`src/rtl/udp_pix_rx_if.sv`:
```
// UDP receive word stream in, positioned pixel writes and packet status out.
// Pure signal bundle; master is the stack/bench side, slave is the decoder.
// No flow control on pixels; the stack stream is paced only by r_req/r_ack.
interface udp_pix_rx_if;
    logic        r_req;
    logic        r_ack;
    logic        r_enable;
    logic [31:0] r_data;
    logic        pix_valid;
    logic [11:0] pix_x;
    logic [11:0] pix_y;
    logic [23:0] pix_rgb;
    logic        pkt_ok;
    logic        pkt_err;
    logic [15:0] pkt_cnt;

    modport master (
        output r_req, r_enable, r_data,
        input  r_ack, pix_valid, pix_x, pix_y, pix_rgb, pkt_ok, pkt_err, pkt_cnt
    );

    modport slave (
        input  r_req, r_enable, r_data,
        output r_ack, pix_valid, pix_x, pix_y, pix_rgb, pkt_ok, pkt_err, pkt_cnt
    );
endinterface

```
`src/rtl/udp_pix_rx.sv`:
```
// UDP packet to pixel-write converter: header check, position word, decimated pixels.
// Latency: pixel word -> pix_valid next cycle; end of stream -> pkt_ok/pkt_err next cycle.
// No backpressure: one pixel per clock, r_ack only offered while idle.
module udp_pix_rx #(
    parameter logic [15:0] DST_PORT = 16'h4000,
    parameter int          MAX_PIX  = 200,
    parameter int          STEP     = 4
) (
    input  logic        clk,
    input  logic        rst_n,
    udp_pix_rx_if.slave bus
);
    localparam int          NW     = $clog2(MAX_PIX + 1);
    localparam logic [11:0] STEP12 = 12'(STEP);
    localparam logic [29:0] MAXW   = 30'(MAX_PIX + 1);

    typedef enum logic [2:0] {IDLE, HDR, POS, DATA, DROP} state_t;

    state_t        r_state;
    logic [1:0]    r_wcnt;
    logic          r_bad;
    logic [NW-1:0] r_n;
    logic [NW-1:0] r_i;
    logic [11:0]   r_x;
    logic [11:0]   r_y;
    logic          r_pix_vld;
    logic [11:0]   r_pix_x;
    logic [11:0]   r_pix_y;
    logic [23:0]   r_pix_rgb;
    logic          r_ok;
    logic          r_err;
    logic [15:0]   r_cnt;

    logic [29:0]   w_words;
    logic          w_len_ok;

    // Length in words includes the position word, so valid range is 2..MAX_PIX+1.
    assign w_words  = bus.r_data[31:2];
    assign w_len_ok = (bus.r_data[1:0] == 2'b00) && (w_words >= 30'd2) && (w_words <= MAXW);

    assign bus.r_ack     = rst_n && (r_state == IDLE) && bus.r_req;
    assign bus.pix_valid = r_pix_vld;
    assign bus.pix_x     = r_pix_x;
    assign bus.pix_y     = r_pix_y;
    assign bus.pix_rgb   = r_pix_rgb;
    assign bus.pkt_ok    = r_ok;
    assign bus.pkt_err   = r_err;
    assign bus.pkt_cnt   = r_cnt;

    always_ff @(posedge clk or negedge rst_n) begin
        if (!rst_n) begin
            r_state   <= IDLE;
            r_wcnt    <= 2'd0;
            r_bad     <= 1'b0;
            r_n       <= '0;
            r_i       <= '0;
            r_x       <= 12'd0;
            r_y       <= 12'd0;
            r_pix_vld <= 1'b0;
            r_pix_x   <= 12'd0;
            r_pix_y   <= 12'd0;
            r_pix_rgb <= 24'd0;
            r_ok      <= 1'b0;
            r_err     <= 1'b0;
            r_cnt     <= 16'd0;
        end else begin
            r_pix_vld <= 1'b0;
            r_ok      <= 1'b0;
            r_err     <= 1'b0;
            case (r_state)
                IDLE: begin
                    r_wcnt <= 2'd0;
                    r_bad  <= 1'b0;
                    if (bus.r_req) r_state <= HDR;
                end
                HDR: begin
                    if (bus.r_enable) begin
                        r_wcnt <= r_wcnt + 2'd1;
                        if (r_wcnt == 2'd2 && bus.r_data[15:0] != DST_PORT) r_bad <= 1'b1;
                        if (r_wcnt == 2'd3) begin
                            r_n     <= NW'(w_words - 30'd1);
                            r_state <= (r_bad || !w_len_ok) ? DROP : POS;
                        end
                    end else if (r_wcnt != 2'd0) begin
                        // A gap before the first word is not an end of packet.
                        r_err   <= 1'b1;
                        r_state <= IDLE;
                    end
                end
                POS: begin
                    if (bus.r_enable) begin
                        r_y     <= bus.r_data[27:16];
                        r_x     <= bus.r_data[11:0];
                        r_i     <= '0;
                        r_state <= DATA;
                    end else begin
                        r_err   <= 1'b1;
                        r_state <= IDLE;
                    end
                end
                DATA: begin
                    if (bus.r_enable) begin
                        if (r_i < r_n) begin
                            r_pix_vld <= 1'b1;
                            r_pix_x   <= r_x;
                            r_pix_y   <= r_y;
                            r_pix_rgb <= bus.r_data[31:8];
                            r_x       <= r_x + STEP12;
                            r_i       <= r_i + NW'(1);
                            if (bus.r_data[7:0] != 8'hFF) r_bad <= 1'b1;
                        end else begin
                            r_bad <= 1'b1;
                        end
                    end else begin
                        if (r_i == r_n && !r_bad) begin
                            r_ok  <= 1'b1;
                            r_cnt <= r_cnt + 16'd1;
                        end else begin
                            r_err <= 1'b1;
                        end
                        r_state <= IDLE;
                    end
                end
                DROP: begin
                    if (!bus.r_enable) begin
                        r_err   <= 1'b1;
                        r_state <= IDLE;
                    end
                end
                default: r_state <= IDLE;
            endcase
        end
    end
endmodule
```
`src/flat_wrapper.sv`:
```
// flat-port wrapper written by rule: the top's interface ports become plain ports
module udp_pix_rx_flat 
#(
    parameter logic [15:0] DST_PORT = 16'h4000,
    parameter int          MAX_PIX  = 200,
    parameter int          STEP     = 4
)
  (clk, rst_n, bus_r_req, bus_r_enable, bus_r_data, bus_r_ack, bus_pix_valid, bus_pix_x, bus_pix_y, bus_pix_rgb, bus_pkt_ok, bus_pkt_err, bus_pkt_cnt);
  udp_pix_rx_if bus_i ();
  input  logic clk;
  input  logic rst_n;
  input wire logic [$bits(bus_i.r_req)-1:0] bus_r_req;
  input wire logic [$bits(bus_i.r_enable)-1:0] bus_r_enable;
  input wire logic [$bits(bus_i.r_data)-1:0] bus_r_data;
  output wire logic [$bits(bus_i.r_ack)-1:0] bus_r_ack;
  output wire logic [$bits(bus_i.pix_valid)-1:0] bus_pix_valid;
  output wire logic [$bits(bus_i.pix_x)-1:0] bus_pix_x;
  output wire logic [$bits(bus_i.pix_y)-1:0] bus_pix_y;
  output wire logic [$bits(bus_i.pix_rgb)-1:0] bus_pix_rgb;
  output wire logic [$bits(bus_i.pkt_ok)-1:0] bus_pkt_ok;
  output wire logic [$bits(bus_i.pkt_err)-1:0] bus_pkt_err;
  output wire logic [$bits(bus_i.pkt_cnt)-1:0] bus_pkt_cnt;
  assign bus_i.r_req = bus_r_req;
  assign bus_i.r_enable = bus_r_enable;
  assign bus_i.r_data = bus_r_data;
  assign bus_r_ack = bus_i.r_ack;
  assign bus_pix_valid = bus_i.pix_valid;
  assign bus_pix_x = bus_i.pix_x;
  assign bus_pix_y = bus_i.pix_y;
  assign bus_pix_rgb = bus_i.pix_rgb;
  assign bus_pkt_ok = bus_i.pkt_ok;
  assign bus_pkt_err = bus_i.pkt_err;
  assign bus_pkt_cnt = bus_i.pkt_cnt;
  udp_pix_rx #(.DST_PORT(DST_PORT), .MAX_PIX(MAX_PIX), .STEP(STEP)) u_core (.clk(clk), .rst_n(rst_n), .bus(bus_i));
endmodule
```
`config.mk`:
```
export PLATFORM = sky130hd
export DESIGN_NAME = udp_pix_rx_flat
export DESIGN_NICKNAME = d
export VERILOG_FILES = /design/src/rtl/udp_pix_rx_if.sv /design/src/rtl/udp_pix_rx.sv /design/src/flat_wrapper.sv
export SDC_FILE = /design/constraint.sdc
export NUM_CORES = 1
export LEC_CHECK = 0
export BUFFER_PORTS_ARGS = -buffer_cell sky130_fd_sc_hd__buf_2
export CORE_MARGIN = 5
export CORE_UTILIZATION = 45
export CTS_BUF_LIST = sky130_fd_sc_hd__clkbuf_2 sky130_fd_sc_hd__clkbuf_4 sky130_fd_sc_hd__clkbuf_8
export DETAILED_ROUTE_END_ITERATION = 16
export MAX_ROUTING_LAYER = met4
export PLACE_DENSITY = 0.67
export SKIP_CTS_REPAIR_TIMING = 1
export SLEW_MARGIN = 20
export SYNTH_ARGS = -nofsm -noshare
export SYNTH_HDL_FRONTEND = slang
export SYNTH_SLANG_ARGS = --single-unit
export TNS_END_PERCENT = 30
```
`constraint.sdc`:
```
create_clock -name clk -period 5.7 [get_ports clk]
set_input_delay 1.14 -clock clk [delete_from_list [all_inputs] [get_ports clk]]
set_output_delay 1.14 -clock clk [all_outputs]
set_load 0.01 [all_outputs]
```
Word level (Yosys, flattened, before mapping)
Cells that the tools add are included.
W data, S select, Z words.
Word-level totals
  register bits after elaboration: 113
  latch bits: 0
  RAM bits: 0
  memory bits (read-only): 0
  bits of input ports: 36
  word-level logic and storage cells: 103
  memories kept: 0
Cells by class
  $add $sub $neg: 5
  multipliers: 0
  div/mod/pow operators: 0
  $lt $le $gt $ge: 3
  equality and inequality tests: 19
  shift operators: 0
  mux-type cells: 36
  bitwise gates (word level): 1
  reduce and logical (&&, ||, !) cells: 25
Operators with widths (number)
  $mux W12: 3
  $ge A30 B2 Y1 const B: 1
  $le A30 B8 Y1 const B: 1
  $mux W8: 3
  $pmux W12 S2: 1
  $mux W3: 6
  $add A16 B1 Y16 const B: 1
  $mux W1: 16
  $ne A16 B15 Y1 const B: 1
  $pmux W8 S2: 1
  $add A12 B3 Y12 const B: 1
  $pmux W3 S4: 1
  $ne A2 B2 Y1 const B: 5
  $reduce_and A3 Y1: 3
  $add A8 B1 Y8 const B: 1
  $eq A8 B8 Y1: 1
  $lt A8 B8 Y1: 1
  $ne A8 B8 Y1 const B: 1
  $reduce_and A4 Y1: 2
  $sub A8 B1 Y8 const B: 1
  $eq A3 B2 Y1 const B: 2
  $logic_and A1 B1 Y1: 6
  $ne A3 B2 Y1 const B: 2
  $pmux W1 S3: 2
  other kinds (18): 26

Longest topological paths before layout
  word-level depth: 9
  mapped depth: 11
  mapped depth without buffers: 9

Worst setup path after synthesis
Ideal clock, no wire load.
  path kind: in2reg
  from: input port bus_r_data[14]
  to: register u_core.r_state[2]
  setup time: 122 ps
  data arrival time: 2446 ps
  path slack: 3132 ps
  cell stages on the path: 5
  path buffers: 0
  path through: or4_1 > nor4_1 > nand4_1 > a311o_1 > a32o_1
Between the ends
  cells in the longest elaborated chain, start to end: 9
  elaborated cells on any way between the ends: 10
  classes of those cells: order compare: 2; mux: 4; reduce/logical: 4
RTL lines
  start, declared: RTL line flat_wrapper.sv:14  | input wire logic [$bits(bus_i.r_data)-1:0] bus_r_data;
  $ge A30 B2 Y1: RTL line udp_pix_rx.sv:39  | assign w_len_ok = (bus.r_data[1:0] == 2'b00) && (w_words >= 30'd2) && (w_words <= MAXW);
  $logic_and A1 B1 Y1: RTL line udp_pix_rx.sv:39
  $logic_and A1 B1 Y1 (*): RTL line udp_pix_rx.sv:39
  $logic_not A1 Y1 (*): RTL line udp_pix_rx.sv:82  | r_state <= (r_bad || !w_len_ok) ? DROP : POS;
  $logic_or A1 B1 Y1 (*): RTL line udp_pix_rx.sv:82
  $mux W3 (*): RTL line udp_pix_rx.sv:82
  $mux W3 (*): RTL line udp_pix_rx.sv:80  | if (r_wcnt == 2'd3) begin
  $mux W3 (*): RTL line udp_pix_rx.sv:77  | if (bus.r_enable) begin
  $pmux W3 S4 (*): RTL line udp_pix_rx.sv:70  | case (r_state)
  end signal, assigned: RTL line udp_pix_rx.sv:82
  end, declared: RTL line udp_pix_rx.sv:19  | state_t r_state;
Mark *: on every way between the ends. The rest lies on a longest branch, timed or not. The select of a mux whose other input is x is not followed.
A chain may end at the register's enable or synchronous reset.

Final worst setup path
  from: input port bus_r_enable
  to: register u_core.r_x[9]
Between the ends
  cells in the longest elaborated chain, start to end: 2
  elaborated cells on any way between the ends: 3
  classes of those cells: eq/ne: 2; reduce/logical: 1
RTL lines
  start, declared: RTL line flat_wrapper.sv:13  | input wire logic [$bits(bus_i.r_enable)-1:0] bus_r_enable;
  $ne A2 B2 Y1 (no line)
  $reduce_and A4 Y1 (no line) (*)
  end signal, assigned: RTL line udp_pix_rx.sv:93  | r_x <= bus.r_data[11:0];
  end signal, assigned: RTL line udp_pix_rx.sv:108  | r_x <= r_x + STEP12;
  end, declared: RTL line udp_pix_rx.sv:24  | logic [11:0] r_x;
Mark *: on every way between the ends. The rest lies on a longest branch, timed or not.

==> impl_results.md <==
* R2R cell count at 8
* RSZ-0062 raised after global routing: false
* Yosys top cell area share at between 50% and 60%
* Initial antenna violation count at 0
* Post-layout util at between 50 and 60%
* Die extent in y at around 120 microns
* Most used cell, CP: inv_2
* Netlist area before placement at approximately 0.0053 sq mm
* Worst hold-check path type: reg2reg
* Die Wd at approximately 120 microns
* Port Buffers at about 100
* WP data arrival at 3600 ps
* Reg2Reg Setup Slack at about 2400 ps
* Area leader, netlist: dfrtp_1
* Critical path required time at ~6000 ps
* Share of post-route cells with drive strength above 1 at ~22%
* Total routed wirelength at ~13 mm
* Crit-path max FO at 55
* Number of clock buffers inserted by TritonCTS at 17
* Num rows at 39
* Pwr dens at between 300 and 400 mW/mm^2
* Worst skew pair latency at ~400 ps
* Crit path capture type: flop
* DRC violations left at 0
* Max Fclk at between 0.3 and 0.4 GHz
* Leak at approximately 3.4 nW
* Post-Synthesis Cells at 579
* Synthesis-to-layout area growth at 20.3%
* ANT cells at 0
* Number of global-route vias before repair at 4661
* YS warnings at 0
* Starting Density at between 40% and 50%
* Post-route ant nets at 0
* Die area at 0.0140 sq mm
* Netlist cell types at 55
* CTS Sinks at ~110
* WS Path Type: in2reg
* First-pass GRT wire length at 22.5 mm
* CP cell instances: buf_2 > inv_2 > or3_4 > nor3_4 > nand2b_4 > inv_2 > and2_1 > a311oi_2
* CTS tree: done
* Core region area at between 0.01 and 0.015 sq mm
* Vias per cell at about 5.3
* Ys async rst share at 100%
* Net count, final at roughly 730
* Hold Path Depth at 1
* Synth top area cells: dfrtp_1 54%, nand2_1 16%, ha_1 4.3%, xnor2_1 2.2%, o21ai_0 2.1%
* Period minus WS final at ~3300 ps
* R2r startpoint: u_core.r_i[5]$_DFFE_PN0P_
* Seq cells post-synth at roughly 110
* Peak VDD IR at approximately 0.00017 V
* Part of the Yosys area used for sequential elements at 53.6%
* Worst Slack Setup Final at around 2400 ps
* Commonest register cell after synthesis: dfrtp_1
* CP max-delay cell: inv_2
* Per-cell routed wire length at 16.1 microns
* Detail Placement HPWL at slightly below 10 mm
* # H-tree levels at 4
* Reg clk slew, reported paths at roughly 70 ps
* Largest net degree at the start of global routing at 69
* Critical Path Start Type: input pin
* Via count at roughly 4.4k
* Min-Delay Startpoint: u_core.bus.pkt_cnt[15]$_DFFE_PN0P_
* Gr usage total at roughly a fifth
* Measured slew at the worst slew-check pin at around 1000 ps
* Worst path max stage delay at approximately 790 ps
* Max_slew headroom at around 33%
* Max clock buf depth at 2
* Setup TNS at 0 ps
* Pre-CTS setup slack at 1550 ps
* CP top delay family: simple AND/OR/NAND/NOR gates
* Routability congestion estimate at 0.843
* Grt total ovfl at 0
* Number of synthesized flops with an enable pin at 0
* Endpoints failing setup at 0
* Worst path buffer plus inverter count at 3
* Fin. max-slew vios at 0
* Worst Hold End: u_core.bus.pkt_cnt[15]$_DFFE_PN0P_
* Synth Net Count at roughly 630
* Worst reg2reg endpoint: u_core.r_x[9]$_DFFE_PN0P_
* Status: finished clean
* Clock Skew at a little under 10 ps
* Tcrit/Tclk final at 58.4%
* Router iterations before antenna repair at 4
* Syn Area/Cell at 9.11 sq um
* Cell chosen for the clock root: clkbuf_8
* Iter 0 DRT Violations at 252
* Final Hold Viols at 0
* I/O pin cnt at about 100
* Max_cap viols at 0
worst max-delay path by stage:
| stage | to | cells past startpoint | startpoint | slack, ps |
|---|---|---|---|---|
| final | u_core.r_x[9]$_DFFE_PN0P_ | 8 | bus_r_enable | 2370 |
| after global routing | u_core.r_x[9]$_DFFE_PN0P_ | 8 | u_core.r_i[5]$_DFFE_PN0P_ | 2130 |
| after CTS | u_core.r_x[9]$_DFFE_PN0P_ | 8 | u_core.r_i[3]$_DFFE_PN0P_ | 1920 |
| after detailed placement | u_core.r_x[9]$_DFFE_PN0P_ | 8 | bus_r_enable | 1550 |
| after global placement | u_core.r_x[9]$_DFFE_PN0P_ | 8 | bus_r_enable | 1630 |
| after floorplan | u_core.r_state[2]$_DFFE_PN0P_ | 5 | bus_r_data[14] | 3130 |
per-stage QoR:
stage / total power [mW] / instances / hold slack [ps] / cell area (sq um)
after floorplan: 1.05 / 579 / 439 / 5280
after global placement: 1.14 / 803 / 451 / 5890
after detailed placement: 1.15 / 803 / 454 / 5890
after CTS: 2.03 / 833 / 473 / 6340
after global routing: 2.11 / 833 / 491 / 6350
final: 2.01 / 833 / 466 / 6350
cells in the final DEF, fill, tap and decap left out, drive strengths merged, types with 10 or more instances in the layout:
cell type and instances:
xnor2 13, nor4 13, clkbuf 20, o21ai 23, nor2 29, a21oi 10
nand2 221, nor3 11, ha 18, inv 19, dfrtp 113, buf 104
layout make-up:
class                   count  area (sq um)
clock buffers              20           275
flip-flops and latches    113          2830
repair buffers            104           526
clock inverters            10           181
well taps                 143           179
inverters                  18          67.6
fillers                  1020          5120
multi-input cells         425          2290
sequential cells by signal, indices dropped and copies added, names as in the netlist:
| register | count |
|---|---|
| u_core.bus.pix_rgb | 24 |
| u_core.bus.pkt_cnt | 16 |
| u_core.bus.pix_x | 12 |
| u_core.bus.pix_y | 12 |
| u_core.r_x | 12 |
| u_core.r_y | 12 |
| u_core.r_i | 8 |
| u_core.r_n | 8 |
| u_core.r_state | 3 |
| u_core.r_wcnt | 2 |
| u_core.bus.pix_valid | 1 |
| u_core.bus.pkt_err | 1 |
| u_core.bus.pkt_ok | 1 |
| u_core.r_bad | 1 |
Yosys cell counts (2+ instances only):
cell type  number
dfrtp_1       113
a31oi_1         4
nand3b_1        2
nor3_1         10
or3_1           4
and2_1          4
inv_2           2
nand2b_1        5
nand2_1       221
and4_1          3
a21oi_1         9
o21ai_0        22
xnor2_1        13
clkbuf_1       16
and3_1          5
xor2_1          8
inv_1          16
nand4_1         8
nor2_1         28
mux2i_1         3
nor3b_1         2
o32ai_1         3
nand3_1         8
nor4_1         12
buf_2           6
ha_1           18
o22ai_1         4
or3_4           2
o31ai_1         2
where the power goes:
group | switching [mW] | internal, mW
Combinational | 0.150 | 0.0907
Clock | 0.319 | 0.550
Sequential | 0.0456 | 0.856
Total | 0.515 | 1.50
cell families (layout without fill, tap and decap cells):
group           Yosys count  count (layout)  synth area share [%]
flops                   113             113                  53.6
mux                       4               4                 0.783
fa+ha+maj                18              18                  4.27
compound gates           57              57                  7.11
buf+inv                  41             152                  3.13
xor+xnor                 21              21                  3.49
simple gates            325             325                  27.6
routing by layer:
| metal | GRT usage [%] | share of wire, % | vias to the layer above |
|---|---|---|---|
| li1 | - | - | 2126 |
| met1 | 25.2 | 44 | 2141 |
| met2 | 33.0 | 49 | 139 |
| met3 | 5.73 | 5.7 | 20 |
| met4 | 5.88 | 1.6 | 0 |
| met5 | - | 0 | - |
Power figures use the tool's default switching activity.
